===== src/rtl/mul_div_unit.sv =====
// -----------------------------------------------------------------------------
// mul_div_unit
//
// Iterative signed multiply/divide engine for the ALU's multi-cycle function
// codes. One operation at a time, one radix-2 step per clock. The engine works
// on operand magnitudes and fixes the result signs in the final step.
//
// Operation timing (accept on clock edge k):
//   - Multiply and non-zero divide iterate for WIDTH cycles, k+1 .. k+WIDTH.
//   - DONE is the cycle k+WIDTH+1.
//   - A divide by zero skips the iterations; DONE is k+1.
//
// Ports
//   clk          system clock, rising edge
//   rst_n        asynchronous active-low reset; discards any operation in flight
//   start        request, sampled only while idle
//   func         FUNC_MUL or FUNC_DIV; any other code is ignored
//   op_a         signed multiplicand / dividend
//   op_b         signed multiplier / divisor
//   busy         operation in flight (includes the DONE cycle); pipeline stall
//   done         one-cycle pulse, results valid
//   result_lo    product[WIDTH-1:0] / quotient
//   result_hi    product[2*WIDTH-1:WIDTH] / remainder
//   div_by_zero  divide with op_b == 0
//   overflow     divide of the most-negative value by -1
//
// Output behaviour
//   - Results and flags change only when entering DONE, and hold afterwards.
//   - An accepted start clears both flags but leaves the results untouched.
// -----------------------------------------------------------------------------
module mul_div_unit #(
  parameter int         WIDTH    = 16,
  parameter logic [3:0] FUNC_MUL = 4'h4,
  parameter logic [3:0] FUNC_DIV = 4'h5
) (
  input  logic             clk,
  input  logic             rst_n,
  input  logic             start,
  input  logic [3:0]       func,
  input  logic [WIDTH-1:0] op_a,
  input  logic [WIDTH-1:0] op_b,
  output logic             busy,
  output logic             done,
  output logic [WIDTH-1:0] result_lo,
  output logic [WIDTH-1:0] result_hi,
  output logic             div_by_zero,
  output logic             overflow
);

  localparam int CW = $clog2(WIDTH);
  localparam int W2 = 2 * WIDTH;

  typedef enum logic [1:0] {
    S_IDLE = 2'd0,
    S_MUL  = 2'd1,
    S_DIV  = 2'd2,
    S_DONE = 2'd3
  } state_e;

  // Two's-complement negate within WIDTH bits.
  function automatic logic [WIDTH-1:0] neg_w(input logic [WIDTH-1:0] x);
    return (~x) + WIDTH'(1);
  endfunction

  // Magnitude as a WIDTH-bit unsigned value.
  // The most-negative input maps onto itself, i.e. 2**(WIDTH-1) unsigned.
  function automatic logic [WIDTH-1:0] abs_w(input logic [WIDTH-1:0] x);
    return x[WIDTH-1] ? neg_w(x) : x;
  endfunction

  // ---------------------------------------------------------------------------
  // State
  // ---------------------------------------------------------------------------
  state_e           state_q,     state_d;
  logic [CW-1:0]    cnt_q,       cnt_d;        // iteration index 0..WIDTH-1

  // Working registers.
  //   MUL: acc_q is the running upper half of the product;
  //        shreg_q holds the multiplier, consumed LSB-first, and collects the
  //        lower product half.
  //   DIV: acc_q is the partial remainder;
  //        shreg_q holds the dividend, consumed MSB-first, and collects the
  //        quotient.
  logic [WIDTH:0]   acc_q,       acc_d;
  logic [WIDTH-1:0] shreg_q,     shreg_d;
  logic [WIDTH-1:0] mag_q,       mag_d;        // |multiplicand| or |divisor|
  logic             neg_res_q,   neg_res_d;    // product / quotient negative
  logic             neg_rem_q,   neg_rem_d;    // remainder takes dividend sign
  logic             ovf_pend_q,  ovf_pend_d;   // overflow case seen at accept

  logic             busy_q,      busy_d;
  logic             done_q,      done_d;
  logic [WIDTH-1:0] res_lo_q,    res_lo_d;
  logic [WIDTH-1:0] res_hi_q,    res_hi_d;
  logic             dbz_q,       dbz_d;
  logic             ovf_q,       ovf_d;

  // ---------------------------------------------------------------------------
  // Datapath: one radix-2 step of each algorithm, evaluated every cycle
  // ---------------------------------------------------------------------------
  logic [WIDTH:0]   mul_sum;
  logic [WIDTH:0]   mul_acc;
  logic [WIDTH-1:0] mul_sh;
  logic [W2-1:0]    prod_mag;
  logic [W2-1:0]    prod_signed;

  logic [WIDTH:0]   div_rs;
  logic [WIDTH+1:0] div_diff;
  logic             div_ok;
  logic [WIDTH:0]   div_acc;
  logic [WIDTH-1:0] div_sh;
  logic [WIDTH-1:0] quo_signed;
  logic [WIDTH-1:0] rem_signed;

  logic             last_step;
  logic             is_ovf_case;

  always_comb begin
    // Shift-add multiply: conditionally add the multiplicand into the upper
    // half, then shift the whole {acc, shreg} pair right by one.
    mul_sum     = acc_q + (shreg_q[0] ? {1'b0, mag_q} : '0);
    mul_acc     = {1'b0, mul_sum[WIDTH:1]};
    mul_sh      = {mul_sum[0], shreg_q[WIDTH-1:1]};
    prod_mag    = {mul_acc[WIDTH-1:0], mul_sh};
    prod_signed = neg_res_q ? ((~prod_mag) + W2'(1)) : prod_mag;

    // Restoring divide: shift the next dividend bit into the remainder, then
    // keep the trial subtraction only if it did not go negative.
    div_rs      = {acc_q[WIDTH-1:0], shreg_q[WIDTH-1]};
    div_diff    = {1'b0, div_rs} - {2'b00, mag_q};
    div_ok      = ~div_diff[WIDTH+1];
    div_acc     = div_ok ? div_diff[WIDTH:0] : div_rs;
    div_sh      = {shreg_q[WIDTH-2:0], div_ok};

    // The quotient magnitude 2**(WIDTH-1) with a positive sign wraps to the
    // most-negative value, which is the defined overflow result.
    quo_signed  = neg_res_q ? neg_w(div_sh) : div_sh;
    rem_signed  = neg_rem_q ? neg_w(div_acc[WIDTH-1:0]) : div_acc[WIDTH-1:0];

    last_step   = (cnt_q == CW'(WIDTH - 1));
    is_ovf_case = (op_a == {1'b1, {(WIDTH-1){1'b0}}}) && (op_b == '1);
  end

  // ---------------------------------------------------------------------------
  // Next-state / next-output logic
  // ---------------------------------------------------------------------------
  always_comb begin
    // NOTE: every signal gets a default here so no path leaves it unassigned;
    // otherwise synthesis would infer a latch to hold the old value.
    state_d    = state_q;
    cnt_d      = cnt_q;
    acc_d      = acc_q;
    shreg_d    = shreg_q;
    mag_d      = mag_q;
    neg_res_d  = neg_res_q;
    neg_rem_d  = neg_rem_q;
    ovf_pend_d = ovf_pend_q;
    busy_d     = busy_q;
    done_d     = 1'b0;
    res_lo_d   = res_lo_q;
    res_hi_d   = res_hi_q;
    dbz_d      = dbz_q;
    ovf_d      = ovf_q;

    unique case (state_q)
      S_IDLE: begin
        busy_d = 1'b0;
        if (start && (func == FUNC_MUL)) begin
          state_d    = S_MUL;
          busy_d     = 1'b1;
          cnt_d      = '0;
          acc_d      = '0;
          shreg_d    = abs_w(op_b);
          mag_d      = abs_w(op_a);
          neg_res_d  = op_a[WIDTH-1] ^ op_b[WIDTH-1];
          neg_rem_d  = 1'b0;
          ovf_pend_d = 1'b0;
          dbz_d      = 1'b0;
          ovf_d      = 1'b0;
        end else if (start && (func == FUNC_DIV)) begin
          busy_d = 1'b1;
          ovf_d  = 1'b0;
          if (op_b == '0) begin
            // Divide by zero is resolved at accept: straight to DONE.
            state_d  = S_DONE;
            done_d   = 1'b1;
            res_lo_d = '0;
            res_hi_d = op_a;
            dbz_d    = 1'b1;
          end else begin
            state_d    = S_DIV;
            dbz_d      = 1'b0;
            cnt_d      = '0;
            acc_d      = '0;
            shreg_d    = abs_w(op_a);
            mag_d      = abs_w(op_b);
            neg_res_d  = op_a[WIDTH-1] ^ op_b[WIDTH-1];
            neg_rem_d  = op_a[WIDTH-1];
            ovf_pend_d = is_ovf_case;
          end
        end
      end

      S_MUL: begin
        acc_d   = mul_acc;
        shreg_d = mul_sh;
        cnt_d   = cnt_q + CW'(1);
        if (last_step) begin
          state_d  = S_DONE;
          done_d   = 1'b1;
          res_lo_d = prod_signed[WIDTH-1:0];
          res_hi_d = prod_signed[W2-1:WIDTH];
        end
      end

      S_DIV: begin
        acc_d   = div_acc;
        shreg_d = div_sh;
        cnt_d   = cnt_q + CW'(1);
        if (last_step) begin
          state_d  = S_DONE;
          done_d   = 1'b1;
          res_lo_d = quo_signed;
          res_hi_d = rem_signed;
          ovf_d    = ovf_pend_q;
        end
      end

      S_DONE: begin
        state_d = S_IDLE;
        busy_d  = 1'b0;
      end

      default: begin
        state_d = S_IDLE;
        busy_d  = 1'b0;
      end
    endcase
  end

  // ---------------------------------------------------------------------------
  // Registers
  // ---------------------------------------------------------------------------
  always_ff @(posedge clk or negedge rst_n) begin
    if (!rst_n) begin
      state_q    <= S_IDLE;
      cnt_q      <= '0;
      acc_q      <= '0;
      shreg_q    <= '0;
      mag_q      <= '0;
      neg_res_q  <= 1'b0;
      neg_rem_q  <= 1'b0;
      ovf_pend_q <= 1'b0;
      busy_q     <= 1'b0;
      done_q     <= 1'b0;
      res_lo_q   <= '0;
      res_hi_q   <= '0;
      dbz_q      <= 1'b0;
      ovf_q      <= 1'b0;
    end else begin
      // NOTE: non-blocking assignments make every flop sample its _d value from
      // before the edge, so the update order inside this block is irrelevant.
      state_q    <= state_d;
      cnt_q      <= cnt_d;
      acc_q      <= acc_d;
      shreg_q    <= shreg_d;
      mag_q      <= mag_d;
      neg_res_q  <= neg_res_d;
      neg_rem_q  <= neg_rem_d;
      ovf_pend_q <= ovf_pend_d;
      busy_q     <= busy_d;
      done_q     <= done_d;
      res_lo_q   <= res_lo_d;
      res_hi_q   <= res_hi_d;
      dbz_q      <= dbz_d;
      ovf_q      <= ovf_d;
    end
  end

  assign busy        = busy_q;
  assign done        = done_q;
  assign result_lo   = res_lo_q;
  assign result_hi   = res_hi_q;
  assign div_by_zero = dbz_q;
  assign overflow    = ovf_q;

endmodule

===== config.mk =====
export PLATFORM = sky130hd
export DESIGN_NAME = mul_div_unit
export DESIGN_NICKNAME = d
export VERILOG_FILES = /design/src/rtl/mul_div_unit.sv
export SDC_FILE = /design/constraint.sdc
export NUM_CORES = 1
export LEC_CHECK = 0
export BUFFER_PORTS_ARGS = -buffer_cell sky130_fd_sc_hd__buf_2
export CAP_MARGIN = 20
export CORE_MARGIN = 2
export CORE_UTILIZATION = 65
export DETAILED_ROUTE_END_ITERATION = 16
export PLACE_DENSITY = 0.93
export SLEW_MARGIN = 30
export SYNTH_ARGS = -nofsm -noshare
export SYNTH_HDL_FRONTEND = slang
export SYNTH_SLANG_ARGS = --single-unit

===== constraint.sdc =====
create_clock -name clk -period 9.06 [get_ports clk]
set_input_delay 0.906 -clock clk [delete_from_list [all_inputs] [get_ports clk]]
set_output_delay 0.906 -clock clk [all_outputs]
set_load 0.01 [all_outputs]

# Word level (Yosys, flattened, before mapping)
# Index checks and enable logic that the tools add are counted.
[word_totals]
n_memories = 0
latch_bits = 0
ff_bits = 94
word_cells = 126
ramBits = 0
input_bits = 39
romBits = 0
output_inout_bits = 36
[op_classes]
div_mod_pow = 0
n_addsub = 8
mul = 0
n_eq_ne = 17
n_bitwise = 7
muxes = 62
shifts = 0
reduce_logical = 18
magnitude_cmp = 0
[op_table]
columns = ["cell", "count"]
rows = [
  ["16-bit 2-to-1 mux", 21],
  ["16-bit one-hot mux with 3 select lines", 3],
  ["17-bit 2-to-1 mux", 4],
  ["16-bit by 1-bit adder with 16-bit output, second input constant", 4],
  ["16-bit inverter", 4],
  ["17-bit one-hot mux with 3 select lines", 1],
  ["32-bit by 1-bit adder with 32-bit output, second input constant", 1],
  ["16-bit == test, second input constant", 2],
  ["32-bit 2-to-1 mux", 1],
  ["32-bit inverter", 1],
  ["1-bit 2-to-1 mux", 21],
  ["17-bit by 16-bit subtractor with 18-bit output", 1],
  ["17-bit by 16-bit adder with 17-bit output", 1],
  ["16-bit logical NOT", 1],
  ["4-bit 2-to-1 mux", 3],
  ["2-bit != test, second input constant", 6],
  ["3-bit AND reduction", 4],
  ["4-bit by 3-bit == test with 1-bit output, second input constant", 2],
  ["4-bit one-hot mux with 2 select lines", 1],
  ["2-bit nonzero test", 4],
  ["2-bit 2-to-1 mux", 3],
  ["3-bit != test, second input constant", 2],
  ["1-bit one-hot mux with 2 select lines", 3],
  ["2-bit one-hot mux with 3 select lines", 1],
  ["other kinds (13)", 17],
]

# Longest topological paths before layout
# Gate-level depths: netlist (run 1).
[logic_depth]
depth_word = 7
depth_mapped = 18

# Least setup slack after synthesis (run 1)
# OpenSTA, ideal clock, no wires.
[synth_timing]
path_kind = "reg-to-reg"
from = "reg shreg_q[0]"
to = "reg res_hi_q[15] (netlist: result_hi[15])"
setup_time_ns = 0.150
arrival_ns = 3.435
period_less_slack_ns = 3.585
path_buffers = 2
setup_slack_ns = 5.475
stages_incl_launch_ff = 15
cell_sequence = "dfrtp_1 inv_1 clkbuf_1 nor2_1 ha_1 buf_6 a2111oi_0 o21ai_1 nand2_1 xor2_1 nand3_2 or4_1 o31ai_2 mux2i_1 a41oi_1"
[synth_between]
elab_chain_len = 7
[synth_lines]
columns = ["item", "line_no", "text"]
rows = [
  ["start: declaration", "85", "logic [WIDTH-1:0] shreg_q, shreg_d;"],
  ["start signal: assignment", "266", "shreg_q <= shreg_d;"],
  ["16-bit 2-to-1 mux *", "121", "mul_sum = acc_q + (shreg_q[0] ? {1'b0, mag_q} : '0);"],
  ["17-bit by 16-bit adder with 17-bit output *", "121", ""],
  ["32-bit inverter", "125", "prod_signed = neg_res_q ? ((~prod_mag) + W2'(1)) : prod_mag;"],
  ["32-bit by 1-bit adder with 32-bit output", "125", ""],
  ["32-bit 2-to-1 mux *", "125", ""],
  ["16-bit 2-to-1 mux *", "208", "if (last_step) begin"],
  ["16-bit one-hot mux with 3 select lines *", "165", "unique case (state_q)"],
  ["end signal: assignment", "274", "res_hi_q <= res_hi_d;"],
  ["end: declaration", "94", "logic [WIDTH-1:0] res_hi_q, res_hi_d;"],
]
# Every way passes the cells marked *; elsewhere a longest branch is shown, timed or not. The select of a mux whose other input is x is not followed.
# A chain may end at the register's enable or synchronous reset.

# Worst setup path after layout (run 1)
[layout_timing]
from = "reg shreg_q[0]"
to = "reg res_hi_q[13] (netlist: result_hi[13])"
# Same word-level chain as after synthesis.

==> results of run 1 <==
per-layer routing:
metal  vias up  track usage
met5         -            0
met4         0       0.2198
met3       150       0.1008
met2       724       0.6305
met1      4523       0.5360
li1       4392            -
how the worst max path moves through the flow:
| stage | from | endpoint | slack, ns | cells after the start |
|---|---|---|---|---|
| floorplan | shreg_q[0] | result_hi[15] | 5.48 | 14 |
| global placement | op_b[3] | shreg_q[1] | 4.85 | 11 |
| detailed placement | shreg_q[0] | result_hi[15] | 4.78 | 12 |
| CTS | shreg_q[0] | result_hi[15] | 4.79 | 12 |
| global route | shreg_q[0] | result_hi[13] | 4.36 | 12 |
| finish | shreg_q[0] | result_hi[13] | 4.62 | 12 |
sequential cells by signal, indices dropped and copies added, names as in the netlist:
| signal | flops |
|---|---|
| acc_q | 17 |
| busy | 1 |
| cnt_q | 4 |
| div_by_zero | 1 |
| done | 1 |
| mag_q | 16 |
| neg_rem_q | 1 |
| neg_res_q | 1 |
| overflow | 1 |
| ovf_pend_q | 1 |
| result_hi | 16 |
| result_lo | 16 |
| shreg_q | 16 |
| state_q | 2 |
cell families (layout without fill, tap and decap cells):
family,count (synthesis),after routing,synth area share
fa+ha+maj,46,46,0.06449
mux,26,26,0.02951
buf+inv,131,154,0.05889
compound gates,381,381,0.2869
xor+xnor,95,95,0.09086
simple gates,417,417,0.2125
flops,94,94,0.2569
metrics by stage:
step / hold WS, ns / worst slack [ns] / cell area [sq um] / util
6_report: 0.4732 / 4.620 / 9832 / 0.7111
5_1_grt: 0.4973 / 4.357 / 9832 / 0.7111
4_1_cts: 0.4751 / 4.787 / 9832 / 0.7111
3_5_place_dp: 0.4569 / 4.783 / 9515 / 0.6882
3_3_place_gp: 0.4553 / 4.853 / 9512 / 0.6879
2_1_floorplan: 0.4498 / 5.475 / 9158 / -
layout make-up:
type,count,area [sq um]
multi-input combinational,965,6280
fill,1108,3995
sequential,94,2352
timing repair buffer,86,462.9
clock buffer,10,239.0
tap,180,225.2
inverter,52,195.2
clock inverter,6,77.57
worst reg2reg max path: stages, from the launching register on:
cell	delay, ns
dfrtp_1	0.50
inv_1	0.56
nor2_1	0.12
ha_1	0.44
nand3_1	0.12
a21oi_2	0.20
o21ai_1	0.18
a311oi_1	0.65
nand3_2	0.28
nor4_1	0.59
a2111oi_0	0.26
o31ai_1	0.28
o211ai_1	0.13
Yosys cell counts, types with 5 or more instances:
master    number  area share
clkbuf_1      60       0.025
or3_1         19       0.013
xor2_1        32       0.031
o31ai_1       32       0.026
o21ai_1        6      0.0033
a221o_1        5      0.0055
a31oi_1        8      0.0055
mux2i_1       21       0.023
nand2b_1       8      0.0055
nand4_1        8      0.0055
nor3_1        22       0.012
and3_1         8      0.0055
a21oi_1       69       0.038
and2_1        10      0.0068
o22ai_1       16       0.011
nand3_1       29       0.016
a221oi_1      18       0.017
a222oi_1       5      0.0055
o211ai_1      12      0.0098
nor4_1        10      0.0068
or4_1          9      0.0074
nor2_1       122       0.050
a211oi_1       5      0.0041
o41ai_1       13       0.012
ha_1          44       0.060
a21o_1        10      0.0082
xnor2_1       63       0.060
dfrtp_1       94        0.26
nand2_1      145       0.059
inv_1         50       0.020
o21a_1         8      0.0066
o21ai_0       95       0.052
or2_2          6      0.0041
buf_2         11      0.0060
a22oi_1       17       0.014
==> impl_metrics.xml, run 1 <==
<?xml version="1.0" encoding="UTF-8"?>
<metrics>
  <group name="worst_setup_path">
    <metric name="worst_path_fanout_max" unit="">16</metric>
    <metric name="arrival" unit="ns">4.67</metric>
    <metric name="worstPathCellList" unit="">inv_1 -&gt; nor2_1 -&gt; ha_1 -&gt; nand3_1 -&gt; a21oi_2 -&gt; o21ai_1 -&gt; a311oi_1 -&gt; nand3_2 -&gt; nor4_1 -&gt; a2111oi_0 -&gt; o31ai_1 -&gt; o211ai_1</metric>
    <metric name="rr_worst_depth" unit="">12</metric>
    <metric name="regToRegStartpoint" unit="">shreg_q[0]</metric>
    <metric name="worstReg2RegEnd" unit="">result_hi[13]</metric>
    <metric name="regToRegSetupSlack" unit="ns">4.62</metric>
    <metric name="cp.buffers_inverters" unit="">1</metric>
    <metric name="launching_element_type_of_the_critical_path" unit="">flip-flop</metric>
    <metric name="critical_path.top_delay_family" unit="">compound AO/OA/AOI/OAI gates</metric>
    <metric name="endpoint_kind" unit="">flip-flop</metric>
    <metric name="slowest_stage" unit="">a311oi_1</metric>
    <metric name="critical_path_class" unit="">flip-flop to flip-flop</metric>
    <metric name="critical-path-max-stage-delay" unit="ns">0.65</metric>
    <metric name="worst_path_required" unit="ns">9.29</metric>
  </group>
  <group name="logic_synthesis">
    <metric name="portion_of_the_post_synthesis_area_used_by_sequential_elements" unit="">0.2569</metric>
    <metric name="count_of_flip_flops_with_a_built_in_enable_after_synthesis" unit="">0</metric>
    <metric name="synth_area" unit="sq um">9158</metric>
    <metric name="synth.ff_latch_count" unit="">94</metric>
    <metric name="synth_async_sr_flop_share" unit="">1.000</metric>
    <metric name="synthesis.area_per_instance" unit="sq um">7.695</metric>
    <metric name="post_synth_num_cell_types" unit="">91</metric>
    <metric name="yosys_warnings" unit="">0</metric>
    <metric name="synth.net_count" unit="">1275</metric>
    <metric name="post_synth_inst_count" unit="">1190</metric>
    <metric name="dominantRegCellSynth" unit="">dfrtp_1</metric>
  </group>
  <group name="min_path">
    <metric name="min_delay_worst_endpoint" unit="">result_lo[8]</metric>
    <metric name="hold_depth" unit="">2</metric>
    <metric name="hp-class" unit="">flip-flop to flip-flop</metric>
    <metric name="worst_hold_start" unit="">result_lo[8]</metric>
  </group>
  <group name="placement">
    <metric name="portBuffers" unit="">74</metric>
    <metric name="gpl.final_weighted_congestion" unit="">1.002</metric>
    <metric name="detailedPlacementHpwl" unit="mm">22.17</metric>
    <metric name="post-place-cells" unit="">1377</metric>
  </group>
  <group name="timing">
    <metric name="fmax" unit="MHz">225.2</metric>
    <metric name="max-slew-margin-rel" unit="">0.3908</metric>
    <metric name="setup_tns" unit="ns">0</metric>
    <metric name="finalSetupViolations" unit="">0</metric>
    <metric name="period_share" unit="">0.4901</metric>
    <metric name="hold_violations" unit="">0</metric>
    <metric name="tightest_slew" unit="ns">0.9105</metric>
    <metric name="skew" unit="ns">0.009777</metric>
    <metric name="grt_setup_unrepaired" unit="">no</metric>
    <metric name="layout_min_cycle_time" unit="ns">4.440</metric>
    <metric name="report.final.slew_viol_count" unit="">0</metric>
  </group>
  <group name="clock_tree">
    <metric name="cts_buffers" unit="">9</metric>
    <metric name="h_tree_levels" unit="">3</metric>
    <metric name="clock_tree.root_cell" unit="">clkbuf_16</metric>
    <metric name="cts-root-to-sink-buffers" unit="">2</metric>
    <metric name="clk_latency" unit="ns">0.36</metric>
    <metric name="cts_sinks" unit="">94</metric>
    <metric name="cts_setup_buffers" unit="">0</metric>
    <metric name="cts_tree" unit="">done</metric>
    <metric name="post_cts_resized" unit="">0</metric>
    <metric name="cts-hold-fix-buffers" unit="">0</metric>
    <metric name="clk_pin_slew" unit="ns">0.07</metric>
  </group>
  <group name="cells_and_area">
    <metric name="mostFrequentLayoutCell" unit="">nand2_1</metric>
    <metric name="commonest_non_fill_non_tap_cells_in_the_layout" unit="">145 x nand2_1, 121 x nor2_1, 95 x o21ai_0, 94 x dfrtp_1, 73 x buf_2</metric>
    <metric name="num-nets-final" unit="">1293</metric>
    <metric name="final_cells" unit="">1393</metric>
    <metric name="drive_gt1_frac" unit="">0.1187</metric>
    <metric name="layout-area-overhead-vs-synth" unit="%">7.364</metric>
    <metric name="num_antenna_cells" unit="">0</metric>
  </group>
  <group name="grt">
    <metric name="first_global_vias" unit="">9193</metric>
    <metric name="grt.overflow.total" unit="">0</metric>
    <metric name="grt_start_max_net_pins" unit="">54</metric>
    <metric name="initial_antenna_violation_count" unit="">0</metric>
    <metric name="grt_pass1_wl" unit="mm">48.11</metric>
    <metric name="grt_usage" unit="">0.4116</metric>
  </group>
  <group name="drt">
    <metric name="wl_met1" unit="mm">11.78</metric>
    <metric name="highest_metal_layer_used_by_the_detailed_router" unit="">met4</metric>
    <metric name="drc" unit="">0</metric>
    <metric name="met2_layer_wire_length_in_the_routed_design" unit="mm">13.34</metric>
    <metric name="drtPass1Iterations" unit="">6</metric>
    <metric name="viasPerCell" unit="">7.027</metric>
    <metric name="avgRoutedWirePerCell" unit="microns">21.85</metric>
    <metric name="met3_wl_post_dr" unit="mm">3.474</metric>
    <metric name="ant_nets" unit="">0</metric>
    <metric name="routed-via-count" unit="">9789</metric>
    <metric name="dr.first_iter.drc_count" unit="">1302</metric>
    <metric name="postRouteWirelength" unit="mm">30.44</metric>
  </group>
  <group name="floorplan">
    <metric name="initial_utilization" unit="">0.6623</metric>
    <metric name="io_pins" unit="">75</metric>
    <metric name="floorplan.die.height" unit="microns">122.7</metric>
    <metric name="core_region_area" unit="sq um">13830</metric>
    <metric name="std_cell_rows" unit="">43</metric>
    <metric name="die_area" unit="sq um">15050</metric>
    <metric name="die_x" unit="microns">122.7</metric>
  </group>
  <group name="status">
    <metric name="status" unit="">finished, final reports clean</metric>
  </group>
  <group name="job">
    <metric name="timing.max_cap.violations" unit="">0</metric>
  </group>
</metrics>
Power of run 1 is not shown: default switching activity piles up to over one toggle a cycle in this logic, so the estimate is an artifact.
==> inputs of run 2 (changes only) <==
--- a/config.mk
+++ b/config.mk
@@ -8,9 +8,9 @@
 export BUFFER_PORTS_ARGS = -buffer_cell sky130_fd_sc_hd__buf_2
 export CAP_MARGIN = 20
 export CORE_MARGIN = 2
-export CORE_UTILIZATION = 65
+export CORE_UTILIZATION = 62
 export DETAILED_ROUTE_END_ITERATION = 16
-export PLACE_DENSITY = 0.93
+export PLACE_DENSITY = 0.89
 export SLEW_MARGIN = 30
 export SYNTH_ARGS = -nofsm -noshare
 export SYNTH_HDL_FRONTEND = slang
==> constraint.sdc (replaced) <==
create_clock -name clk -period 4.23 [get_ports clk]
set_input_delay 0.423 -clock clk [delete_from_list [all_inputs] [get_ports clk]]
set_output_delay 0.423 -clock clk [all_outputs]
set_load 0.01 [all_outputs]
==> impl_metrics.xml, run 2 (synthesis results as in run 1) <==
<?xml version="1.0" encoding="UTF-8"?>
<metrics>
  <group name="status">
    <metric name="status" unit="">finished, final reports clean</metric>
  </group>
  <group name="placement">
    <metric name="preCtsSetupSlack" unit="ns">0.3114</metric>
    <metric name="portBuffers" unit="">74</metric>
    <metric name="detailedPlacementHpwl" unit="mm">22.51</metric>
    <metric name="gpl.final_weighted_congestion" unit="">0.9559</metric>
  </group>
  <group name="timing">
    <metric name="tightest_slew" unit="ns">0.9874</metric>
    <metric name="period_share" unit="">0.9395</metric>
    <metric name="postLayoutSetupSlackWorst" unit="ns">0.2561</metric>
    <metric name="max-slew-margin-rel" unit="">0.3393</metric>
    <metric name="skew" unit="ns">0.01025</metric>
    <metric name="layout_min_cycle_time" unit="ns">3.974</metric>
    <metric name="setup_tns" unit="ns">0</metric>
    <metric name="hold_violations" unit="">0</metric>
    <metric name="finalSetupViolations" unit="">0</metric>
    <metric name="grt_setup_unrepaired" unit="">no</metric>
    <metric name="fmax" unit="MHz">251.6</metric>
    <metric name="report.final.slew_viol_count" unit="">0</metric>
  </group>
  <group name="floorplan">
    <metric name="die_area" unit="sq um">15760</metric>
    <metric name="floorplan.die.height" unit="microns">125.5</metric>
    <metric name="std_cell_rows" unit="">44</metric>
    <metric name="die_x" unit="microns">125.5</metric>
    <metric name="io_pins" unit="">75</metric>
    <metric name="core_region_area" unit="sq um">14480</metric>
    <metric name="initial_utilization" unit="">0.6325</metric>
  </group>
  <group name="clock_tree">
    <metric name="clock_tree.root_cell" unit="">clkbuf_16</metric>
    <metric name="cts-root-to-sink-buffers" unit="">2</metric>
    <metric name="cts_buffers" unit="">9</metric>
    <metric name="cts_tree" unit="">done</metric>
    <metric name="cts_setup_buffers" unit="">0</metric>
    <metric name="cts_sinks" unit="">94</metric>
    <metric name="clk_latency" unit="ns">0.36</metric>
    <metric name="clk_pin_slew" unit="ns">0.08</metric>
    <metric name="post_cts_resized" unit="">0</metric>
    <metric name="h_tree_levels" unit="">3</metric>
    <metric name="cts-hold-fix-buffers" unit="">0</metric>
  </group>
  <group name="grt">
    <metric name="grt.overflow.total" unit="">0</metric>
    <metric name="grt_start_max_net_pins" unit="">59</metric>
    <metric name="grt_usage" unit="">0.3813</metric>
    <metric name="first_global_vias" unit="">8949</metric>
    <metric name="grt_pass1_wl" unit="mm">48.10</metric>
    <metric name="initial_antenna_violation_count" unit="">0</metric>
  </group>
  <group name="worst_setup_path">
    <metric name="critical_path.top_delay_family" unit="">compound AO/OA/AOI/OAI gates</metric>
    <metric name="slowest_stage" unit="">or4_1</metric>
    <metric name="regToRegStartpoint" unit="">acc_q[0]</metric>
    <metric name="arrival" unit="ns">4.27</metric>
    <metric name="launching_element_type_of_the_critical_path" unit="">flip-flop</metric>
    <metric name="worstPathCellList" unit="">ha_1 -&gt; inv_1 -&gt; fa_1 -&gt; nand2b_1 -&gt; a21oi_2 -&gt; o21ai_1 -&gt; a311oi_1 -&gt; nand3_2 -&gt; or4_1 -&gt; o21a_1 -&gt; mux2_4 -&gt; a21oi_1</metric>
    <metric name="regToRegSetupSlack" unit="ns">0.26</metric>
    <metric name="critical-path-max-stage-delay" unit="ns">0.59</metric>
    <metric name="worst_path_fanout_max" unit="">9</metric>
    <metric name="critical_path_class" unit="">flip-flop to flip-flop</metric>
    <metric name="worst_path_required" unit="ns">4.52</metric>
    <metric name="critPathLaunch" unit="">acc_q[0]</metric>
    <metric name="endpoint_kind" unit="">flip-flop</metric>
    <metric name="cp.buffers_inverters" unit="">1</metric>
  </group>
  <group name="cells_and_area">
    <metric name="num_antenna_cells" unit="">0</metric>
    <metric name="num-nets-final" unit="">1302</metric>
    <metric name="max_flop_register" unit="">acc_q</metric>
    <metric name="layout-area-overhead-vs-synth" unit="%">7.979</metric>
    <metric name="drive_gt1_frac" unit="">0.1236</metric>
    <metric name="commonest_non_fill_non_tap_cells_in_the_layout" unit="">145 x nand2_1, 122 x nor2_1, 95 x o21ai_0, 94 x dfrtp_1, 73 x buf_2</metric>
    <metric name="fillers" unit="">1196</metric>
    <metric name="mostFrequentLayoutCell" unit="">nand2_1</metric>
    <metric name="largest_register_ff_count" unit="">17</metric>
  </group>
  <group name="drt">
    <metric name="drtPass1Iterations" unit="">6</metric>
    <metric name="routed-via-count" unit="">9630</metric>
    <metric name="postRouteWirelength" unit="mm">30.08</metric>
    <metric name="viasPerCell" unit="">6.849</metric>
    <metric name="dr.first_iter.drc_count" unit="">1324</metric>
    <metric name="avgRoutedWirePerCell" unit="microns">21.39</metric>
    <metric name="drc" unit="">0</metric>
    <metric name="ant_nets" unit="">0</metric>
  </group>
  <group name="job">
    <metric name="timing.max_cap.violations" unit="">0</metric>
  </group>
  <group name="min_path">
    <metric name="hp-class" unit="">primary input to asynchronous set/reset pin</metric>
  </group>
</metrics>
run 2: cell types whose count changed in the layout (fill, tap and decap cells not counted), sizes merged:
cell / previous run / this run
buf: 86 / 95
clkbuf: 10 / 9
clkinvlp: 1 / 2
run 2: path summary, 6_finish.rpt:
kind | endpoint | cells past startpoint
worst min-delay path | acc_q[15] | 1
worst max-delay path | result_hi[12] | 12
min in group clk | neg_rem_q | 2
worst max register to register | result_hi[12] | 12
max in group asynchronous | result_hi[4] | 2
worst min register to register | result_lo[1] | 2
run 2: metrics by stage:
step,hold slack [ns],area [sq um],cells,util
after floorplan,0.1274,9158,1190,-
after global routing,0.2155,9888,1406,0.6829
after detailed placement,0.4575,9584,1390,0.6619
final,0.1359,9888,1406,0.6829
after global placement,0.4561,9584,1390,0.6619
after CTS,0.1638,9888,1406,0.6829
run 2: cell type report:
type	instances	area, sq um	area share
clock inverter	7	78.83	0.007972
sequential	94	2352	0.2379
multi-input combinational	965	6276	0.6347
timing repair buffer	95	530.5	0.05365
inverter	52	195.2	0.01974
clock buffer	9	225.2	0.02278
tap	184	230.2	0.02328
run 2: layer usage:
metal / routed length, microns / GRT usage
met2: 13430 / 0.5857
met1: 11780 / 0.5158
met5: 0 / 0
met4: 1641 / 0.1974
met3: 3234 / 0.06761
Power of run 2 is left out for the same reason.
